## config.mk

```make
export PLATFORM = sky130hd
export DESIGN_NAME = measurement_shot_sequencer
export DESIGN_NICKNAME = d
export VERILOG_FILES = /design/src/rtl/meas_seq_pkg.sv /design/src/rtl/meas_lfsr32.sv /design/src/rtl/measurement_shot_sequencer.sv
export SDC_FILE = /design/constraint.sdc
export NUM_CORES = 2
export LEC_CHECK = 0
export ABC_AREA = 0
export BUFFER_PORTS_ARGS = -buffer_cell sky130_fd_sc_hd__buf_2
export CAP_MARGIN = 15
export CORE_ASPECT_RATIO = 0.8
export CORE_UTILIZATION = 50
export CTS_CLUSTER_DIAMETER = 100
export CTS_CLUSTER_SIZE = 30
export DETAILED_ROUTE_END_ITERATION = 7
export PLACE_DENSITY = 0.66
export SYNTH_ARGS = -nofsm -noshare
export SYNTH_HDL_FRONTEND = slang
export SYNTH_SLANG_ARGS = --single-unit
export TNS_END_PERCENT = 30
```

## constraint.sdc

```tcl
create_clock -name clk -period 13.5 [get_ports clk]
set_clock_uncertainty 0.05 [all_clocks]
set_input_delay 2.025 -clock clk [delete_from_list [all_inputs] [get_ports clk]]
set_output_delay 2.025 -clock clk [all_outputs]
set_load 0.1 [all_outputs]
```

## src/rtl/meas_seq_pkg.sv

```systemverilog
// Shared types, widths and the LFSR step rule for the measurement shot sequencer.
package meas_seq_pkg;

  localparam int unsigned DEF_AMP_W = 16;
  localparam int unsigned PROB_W    = 2 * DEF_AMP_W + 1;
  localparam int unsigned CUM_W     = 2 * DEF_AMP_W + 3;
  localparam int unsigned RND_W     = 32;

  localparam logic [RND_W-1:0] LFSR_TAPS = 32'h8020_0003;

  typedef enum logic [1:0] {
    IDLE,
    PROB,
    SHOT,
    FIN
  } state_e;

  // One right-shifting Galois step; taps fold in when the bit shifted out is 1.
  function automatic logic [RND_W-1:0] lfsr_step(input logic [RND_W-1:0] s);
    return s[0] ? ((s >> 1) ^ LFSR_TAPS) : (s >> 1);
  endfunction

endpackage

```

## src/rtl/meas_lfsr32.sv

```systemverilog
// 32-bit Galois LFSR with step enable; reset reloads the seed.
module meas_lfsr32
  import meas_seq_pkg::*;
#(
  parameter logic [RND_W-1:0] SEED = 32'hACE1_1D5B
) (
  input  logic             clk,
  input  logic             reset,
  input  logic             i_step,
  output logic [RND_W-1:0] o_state
);

  logic [RND_W-1:0] r_state;

  // Hold unless stepped; seed restored only by reset.
  always_ff @(posedge clk) begin
    if (reset) begin
      r_state <= SEED;
    end else if (i_step) begin
      r_state <= lfsr_step(r_state);
    end
  end

  assign o_state = r_state;

endmodule

```

## src/rtl/measurement_shot_sequencer.sv

```systemverilog
// Runs N measurement shots on a 2-qubit state vector and accumulates an outcome histogram.
// PROB builds the cumulative distribution through one shared squarer/adder; SHOT issues one
// scaled random draw per cycle and bins it on the following cycle.
module measurement_shot_sequencer
  import meas_seq_pkg::*;
#(
  parameter int unsigned AMP_W     = 16,
  parameter int unsigned CNT_W     = 8,
  parameter int unsigned SHOT_W    = 16,
  parameter logic [31:0] LFSR_SEED = 32'hACE1_1D5B
) (
  input  logic                    clk,
  input  logic                    reset,
  input  logic                    start,
  input  logic [SHOT_W-1:0]       num_shots,
  input  logic signed [AMP_W-1:0] amp00_real,
  input  logic signed [AMP_W-1:0] amp00_imag,
  input  logic signed [AMP_W-1:0] amp01_real,
  input  logic signed [AMP_W-1:0] amp01_imag,
  input  logic signed [AMP_W-1:0] amp10_real,
  input  logic signed [AMP_W-1:0] amp10_imag,
  input  logic signed [AMP_W-1:0] amp11_real,
  input  logic signed [AMP_W-1:0] amp11_imag,
  output logic                    busy,
  output logic                    done,
  output logic                    err_zero_norm,
  output logic [CNT_W-1:0]        result0,
  output logic [CNT_W-1:0]        result1,
  output logic [CNT_W-1:0]        result2,
  output logic [CNT_W-1:0]        result3
);

  localparam int unsigned P_W = 2 * AMP_W + 1;
  localparam int unsigned C_W = 2 * AMP_W + 3;
  localparam int unsigned M_W = RND_W + C_W;

  state_e                  r_state, w_state_next;
  logic [1:0]              r_idx;
  logic [SHOT_W-1:0]       r_remain;
  logic signed [AMP_W-1:0] r_amp_re [4];
  logic signed [AMP_W-1:0] r_amp_im [4];
  logic [C_W-1:0]          r_cum [4];
  logic [C_W-1:0]          r_rnd;
  logic                    r_rnd_vld;
  logic [CNT_W-1:0]        r_res [4];
  logic                    r_busy, r_done, r_err;

  logic                    w_issue;
  logic [RND_W-1:0]        w_lfsr, w_lfsr_next;
  logic signed [AMP_W-1:0] w_re, w_im;
  logic signed [2*AMP_W-1:0] w_sq_re, w_sq_im;
  logic [P_W-1:0]          w_prob;
  logic [C_W-1:0]          w_cum_prev, w_cum_new;
  logic [C_W-1:0]          w_rnd;
  logic [1:0]              w_outcome;

  meas_lfsr32 #(
    .SEED (LFSR_SEED)
  ) u_lfsr (
    .clk     (clk),
    .reset   (reset),
    .i_step  (w_issue),
    .o_state (w_lfsr)
  );

  // Draw uses the freshly stepped LFSR value; r = (lfsr * c3) >> 32 is always below c3.
  assign w_lfsr_next = lfsr_step(w_lfsr);
  assign w_rnd       = C_W'((M_W'(w_lfsr_next) * M_W'(r_cum[3])) >> RND_W);

  // Shared squarer/adder: squares are non-negative so zero-extension is exact.
  assign w_re       = r_amp_re[r_idx];
  assign w_im       = r_amp_im[r_idx];
  assign w_sq_re    = w_re * w_re;
  assign w_sq_im    = w_im * w_im;
  assign w_prob     = {1'b0, w_sq_re} + {1'b0, w_sq_im};
  assign w_cum_prev = (r_idx == 2'd0) ? '0 : r_cum[r_idx - 2'd1];
  assign w_cum_new  = w_cum_prev + {2'b00, w_prob};

  // Compare stage: smallest k with r < c_k; r < c3 always, so 3 is the fallback.
  always_comb begin
    w_outcome = 2'd3;
    if (r_rnd < r_cum[2]) w_outcome = 2'd2;
    if (r_rnd < r_cum[1]) w_outcome = 2'd1;
    if (r_rnd < r_cum[0]) w_outcome = 2'd0;
  end

  // Next-state logic and shot-issue strobe.
  always_comb begin
    w_state_next = r_state;
    w_issue      = 1'b0;
    unique case (r_state)
      IDLE: if (start) w_state_next = PROB;
      PROB: begin
        if (r_idx == 2'd3) begin
          w_state_next = ((w_cum_new == '0) || (r_remain == '0)) ? FIN : SHOT;
        end
      end
      SHOT: begin
        w_issue = 1'b1;
        if (r_remain == SHOT_W'(1)) w_state_next = FIN;
      end
      FIN:     w_state_next = IDLE;
      default: w_state_next = IDLE;
    endcase
  end

  // State register.
  always_ff @(posedge clk) begin
    if (reset) begin
      r_state <= IDLE;
    end else begin
      r_state <= w_state_next;
    end
  end

  // Datapath: capture, cumulative build, shot pipeline, histogram and handshake flags.
  always_ff @(posedge clk) begin
    if (reset) begin
      r_idx     <= '0;
      r_remain  <= '0;
      r_rnd     <= '0;
      r_rnd_vld <= 1'b0;
      r_busy    <= 1'b0;
      r_done    <= 1'b0;
      r_err     <= 1'b0;
      for (int k = 0; k < 4; k++) begin
        r_amp_re[k] <= '0;
        r_amp_im[k] <= '0;
        r_cum[k]    <= '0;
        r_res[k]    <= '0;
      end
    end else begin
      r_done    <= 1'b0;
      r_rnd_vld <= w_issue;
      if (w_issue) begin
        r_rnd    <= w_rnd;
        r_remain <= r_remain - SHOT_W'(1);
      end
      if (r_rnd_vld && (r_res[w_outcome] != '1)) begin
        r_res[w_outcome] <= r_res[w_outcome] + CNT_W'(1);
      end
      unique case (r_state)
        IDLE: begin
          if (start) begin
            r_amp_re[0] <= amp00_real;
            r_amp_im[0] <= amp00_imag;
            r_amp_re[1] <= amp01_real;
            r_amp_im[1] <= amp01_imag;
            r_amp_re[2] <= amp10_real;
            r_amp_im[2] <= amp10_imag;
            r_amp_re[3] <= amp11_real;
            r_amp_im[3] <= amp11_imag;
            r_remain    <= num_shots;
            r_idx       <= '0;
            r_busy      <= 1'b1;
            r_err       <= 1'b0;
            for (int k = 0; k < 4; k++) r_res[k] <= '0;
          end
        end
        PROB: begin
          r_cum[r_idx] <= w_cum_new;
          r_idx        <= r_idx + 2'd1;
        end
        FIN: begin
          r_done <= 1'b1;
          r_busy <= 1'b0;
          r_err  <= (r_cum[3] == '0);
        end
        default: ;
      endcase
    end
  end

  assign busy          = r_busy;
  assign done          = r_done;
  assign err_zero_norm = r_err;
  assign result0       = r_res[0];
  assign result1       = r_res[1];
  assign result2       = r_res[2];
  assign result3       = r_res[3];

endmodule

```

==> flow_results.xml <==
<?xml version="1.0" encoding="UTF-8"?>
<metrics>
  <group name="yosys">
    <metric name="syn_area_per_cell" unit="sq um">9.386</metric>
    <metric name="postSynthNetCount" unit="">10130</metric>
    <metric name="netlist_area" unit="sq mm">0.07432</metric>
    <metric name="synth.yosys.warnings" unit="">0</metric>
    <metric name="synthTopCellsByArea" unit="">sky130_fd_sc_hd__fa_1 (40%), sky130_fd_sc_hd__edfxtp_1 (12%), sky130_fd_sc_hd__ha_1 (9.5%), sky130_fd_sc_hd__inv_1 (9.3%), sky130_fd_sc_hd__nand2_1 (6.1%)</metric>
    <metric name="synth_flop_cell" unit="">sky130_fd_sc_hd__edfxtp_1</metric>
    <metric name="synth_edf_count" unit="">300</metric>
    <metric name="ys_async_sr_fraction" unit="%">0</metric>
    <metric name="netlist_instances" unit="">7918</metric>
    <metric name="flop_and_latch_count_out_of_synthesis" unit="">393</metric>
    <metric name="post-synth-top-area-cell" unit="">sky130_fd_sc_hd__fa_1</metric>
    <metric name="post_synth_num_cell_types" unit="">96</metric>
    <metric name="seq_area_frac_synth" unit="%">14.63</metric>
    <metric name="area_share_of_the_leading_cell_type_in_the_synthesized_netlist" unit="%">40.40</metric>
  </group>
  <group name="clock_tree">
    <metric name="number_of_buffers_on_the_longest_clock_path" unit="">3</metric>
    <metric name="number_of_clock_sinks" unit="">393</metric>
    <metric name="hold_buffers" unit="">0</metric>
    <metric name="cts_buffer_count" unit="">20</metric>
    <metric name="cts.root.buffer_cell" unit="">sky130_fd_sc_hd__clkbuf_16</metric>
    <metric name="clk_pin_slew_worst_paths" unit="ns">0.12</metric>
    <metric name="cells_resized_by_post_cts_repair" unit="">0</metric>
    <metric name="cts_tree" unit="">yes</metric>
    <metric name="worst_skew_pair.late_latency" unit="ns">0.63</metric>
    <metric name="postCtsSetupBuffers" unit="">0</metric>
    <metric name="ctsHtreeMaxLevel" unit="">1</metric>
  </group>
  <group name="timing">
    <metric name="final.setup.worst_slack" unit="ns">1.565</metric>
    <metric name="timing_hold_violations_final" unit="">0</metric>
    <metric name="relSlewSlack" unit="%">17.94</metric>
    <metric name="finalCriticalPeriod" unit="ns">11.93</metric>
    <metric name="clock.fmax" unit="GHz">0.08379</metric>
    <metric name="timing.final.setup_violations" unit="">0</metric>
    <metric name="final.period_utilization" unit="%">88.41</metric>
    <metric name="tightestPinTransition" unit="ns">1.231</metric>
    <metric name="final-max-slew-violation-count" unit="">0</metric>
    <metric name="rsz_0062_raised_after_global_routing" unit="">false</metric>
    <metric name="setup-tns-final" unit="ns">0</metric>
  </group>
  <group name="outcome">
    <metric name="status" unit="">finished clean</metric>
  </group>
  <group name="floorplan">
    <metric name="num_io_pins" unit="">182</metric>
    <metric name="fp-row-count" unit="">126</metric>
    <metric name="die_area" unit="sq mm">0.1502</metric>
    <metric name="design.core.area" unit="sq mm">0.1476</metric>
    <metric name="die_width" unit="um">433.0</metric>
    <metric name="initial_cell_density_of_the_core" unit="%">50.37</metric>
    <metric name="die_y_extent" unit="um">346.8</metric>
  </group>
  <group name="critical_path">
    <metric name="timing.critical_path.fanout_max" unit="">31</metric>
    <metric name="cp.arrival" unit="ns">12.42</metric>
    <metric name="setup.reg_to_reg.worst_slack" unit="ns">1.57</metric>
    <metric name="cp_common_cell" unit="">sky130_fd_sc_hd__fa_1</metric>
    <metric name="critPathMaxStageDelay" unit="ns">0.72</metric>
    <metric name="rr_worst_depth" unit="">31</metric>
    <metric name="worst-endpoint-required" unit="ns">13.98</metric>
    <metric name="worstSetupEndpointType" unit="">flip-flop</metric>
    <metric name="critical_path_class" unit="">reg -&gt; reg</metric>
    <metric name="cp_slowest_cell" unit="">sky130_fd_sc_hd__o21ai_1</metric>
    <metric name="critical_path.startpoint_type" unit="">flip-flop</metric>
  </group>
  <group name="min_path">
    <metric name="min_path_type" unit="">reg -&gt; reg</metric>
    <metric name="hold_depth" unit="">2</metric>
  </group>
  <group name="final_layout">
    <metric name="area_growth_syn_to_layout" unit="%">4.810</metric>
    <metric name="nNetsFinal" unit="">10067</metric>
    <metric name="share_of_layout_cells_above_drive_strength_1" unit="%">5.782</metric>
    <metric name="mostFrequentLayoutCells" unit="">sky130_fd_sc_hd__inv_1 (1835), sky130_fd_sc_hd__fa_1 (1500), sky130_fd_sc_hd__nand2_1 (1199)</metric>
    <metric name="filler_cell_count" unit="">13624</metric>
    <metric name="layout_commonest_cell" unit="">sky130_fd_sc_hd__inv_1</metric>
    <metric name="multiInputGateArea" unit="sq mm">0.05516</metric>
    <metric name="regArea" unit="sq mm">0.01088</metric>
  </group>
  <group name="grt">
    <metric name="antenna_violations_before_repair" unit="">9</metric>
    <metric name="grt_max_degree" unit="">128</metric>
    <metric name="gr_ovfl_total" unit="">0</metric>
    <metric name="gr-usage-all-layers" unit="%">29.48</metric>
    <metric name="first_global_vias" unit="">57709</metric>
    <metric name="grt_first_pass_wirelength" unit="mm">338.7</metric>
  </group>
  <group name="route">
    <metric name="detail_route.wirelength" unit="mm">215.0</metric>
    <metric name="remaining_drc_errors" unit="">0</metric>
    <metric name="via_per_instance_ratio" unit="">5.574</metric>
    <metric name="wire_length_per_cell_after_detailed_routing" unit="um">21.82</metric>
    <metric name="ant_nets" unit="">0</metric>
    <metric name="violation_count_after_the_first_detailed_route_iteration" unit="">4871</metric>
    <metric name="detailed_route_via_count" unit="">54923</metric>
    <metric name="first_pass_iters" unit="">7</metric>
  </group>
  <group name="place">
    <metric name="port_buffers" unit="">181</metric>
    <metric name="place_hpwl" unit="mm">168.2</metric>
    <metric name="place_congestion" unit="">0.9610</metric>
    <metric name="dp_slack" unit="ns">1.909</metric>
  </group>
  <group name="flow_run">
    <metric name="maxCapViolations" unit="">0</metric>
  </group>
</metrics>
## cells by family after synthesis
| kind of cell | count (synthesis) | synth area share, % |
|---|---|---|
| simple gates | 2350 | 14.32 |
| mux | 153 | 2.754 |
| buf+inv | 2224 | 11.26 |
| flops | 393 | 14.63 |
| fa+ha+maj | 2065 | 49.92 |
| xor+xnor | 136 | 1.613 |
| compound gates | 597 | 5.514 |
## metal layers
| metal | wire length, um | part of all wire [%] | vias up | global-route usage (%) |
|---|---|---|---|---|
| li1 | - | - | 23851 | - |
| met5 | 21 | 0.0098 | - | 0 |
| met4 | 5100 | 2.4 | 4 | 5.856 |
| met1 | 93780 | 44 | 28230 | 44.27 |
| met3 | 22890 | 11 | 305 | 6.319 |
| met2 | 93190 | 43 | 2533 | 43.97 |
## state kept, by name (all words and copies together), names as in the netlist, 2 cells and up, named ones only
name	cells
r_remain	16
r_cum	140
r_rnd	35
r_idx	2
u_lfsr.o_state	32
r_amp_im	64
r_res	32
r_amp_re	64
r_state	2
## worst max-delay path: cells and delay by family (launching register included)
family	cells	cell delay, ns
fa+ha+maj	9	4.26
compound gates	12	4.08
simple gates	5	1.45
buf+inv	3	0.71
flops	1	0.68
mux	1	0.39
xor+xnor	1	0.21
## cell usage after synthesis, types with 12 or more instances
library cell	count
sky130_fd_sc_hd__fa_1	1500
sky130_fd_sc_hd__and3_1	25
sky130_fd_sc_hd__nor2b_1	32
sky130_fd_sc_hd__and4_1	12
sky130_fd_sc_hd__a211oi_1	34
sky130_fd_sc_hd__o21a_1	43
sky130_fd_sc_hd__a21oi_1	165
sky130_fd_sc_hd__or2_2	12
sky130_fd_sc_hd__and2_1	390
sky130_fd_sc_hd__nor3_1	57
sky130_fd_sc_hd__nand2b_1	38
sky130_fd_sc_hd__inv_1	1836
sky130_fd_sc_hd__edfxtp_1	300
sky130_fd_sc_hd__nand3_1	56
sky130_fd_sc_hd__nand2_1	1199
sky130_fd_sc_hd__buf_1	26
sky130_fd_sc_hd__a21o_1	57
sky130_fd_sc_hd__o211ai_1	18
sky130_fd_sc_hd__or3_1	16
sky130_fd_sc_hd__clkbuf_1	344
sky130_fd_sc_hd__xnor2_1	77
sky130_fd_sc_hd__nor2_1	418
sky130_fd_sc_hd__ha_1	565
sky130_fd_sc_hd__mux2i_1	83
sky130_fd_sc_hd__nor4_1	32
sky130_fd_sc_hd__mux4_2	38
sky130_fd_sc_hd__o21bai_1	16
sky130_fd_sc_hd__dfxtp_1	93
sky130_fd_sc_hd__o21ai_1	21
sky130_fd_sc_hd__a31oi_1	15
sky130_fd_sc_hd__clkinv_1	12
sky130_fd_sc_hd__nand4_1	35
sky130_fd_sc_hd__mux2_2	32
sky130_fd_sc_hd__o21ai_0	93
sky130_fd_sc_hd__xor2_1	58
## final timing paths
| check | endpoint | startpoint |
|---|---|---|
| worst min register to register | err_zero_norm | err_zero_norm |
| worst max register to register | r_state[0] | flip-flop |
| worst min-delay path | err_zero_norm | err_zero_norm |
| worst max-delay path | r_state[0] | flip-flop |
## layout make-up
type                    count  area share, %
clock buffers              27         0.6891
diodes                      1       0.003213
repair buffers            291          2.226
inverters                1848          8.908
flip-flops and latches    393          13.97
clock inverters             9         0.2040
multi-input cells        5301          70.81
well taps                1984          3.187
## through the flow
stage                     cells  instance area [sq um]  hold slack (ns)  util [%]
after floorplan            7918                  74320           0.4125         -
after global placement     9817                  77200           0.4085     52.31
after detailed placement   9817                  77200           0.4209     52.31
after CTS                  9853                  77890           0.4402     52.79
after global routing       9853                  77890           0.4734     52.79
final                      9854                  77890           0.4380     52.79
Power is not shown: default switching activity piles up to over one toggle a cycle in this logic, so the estimate is an artifact.
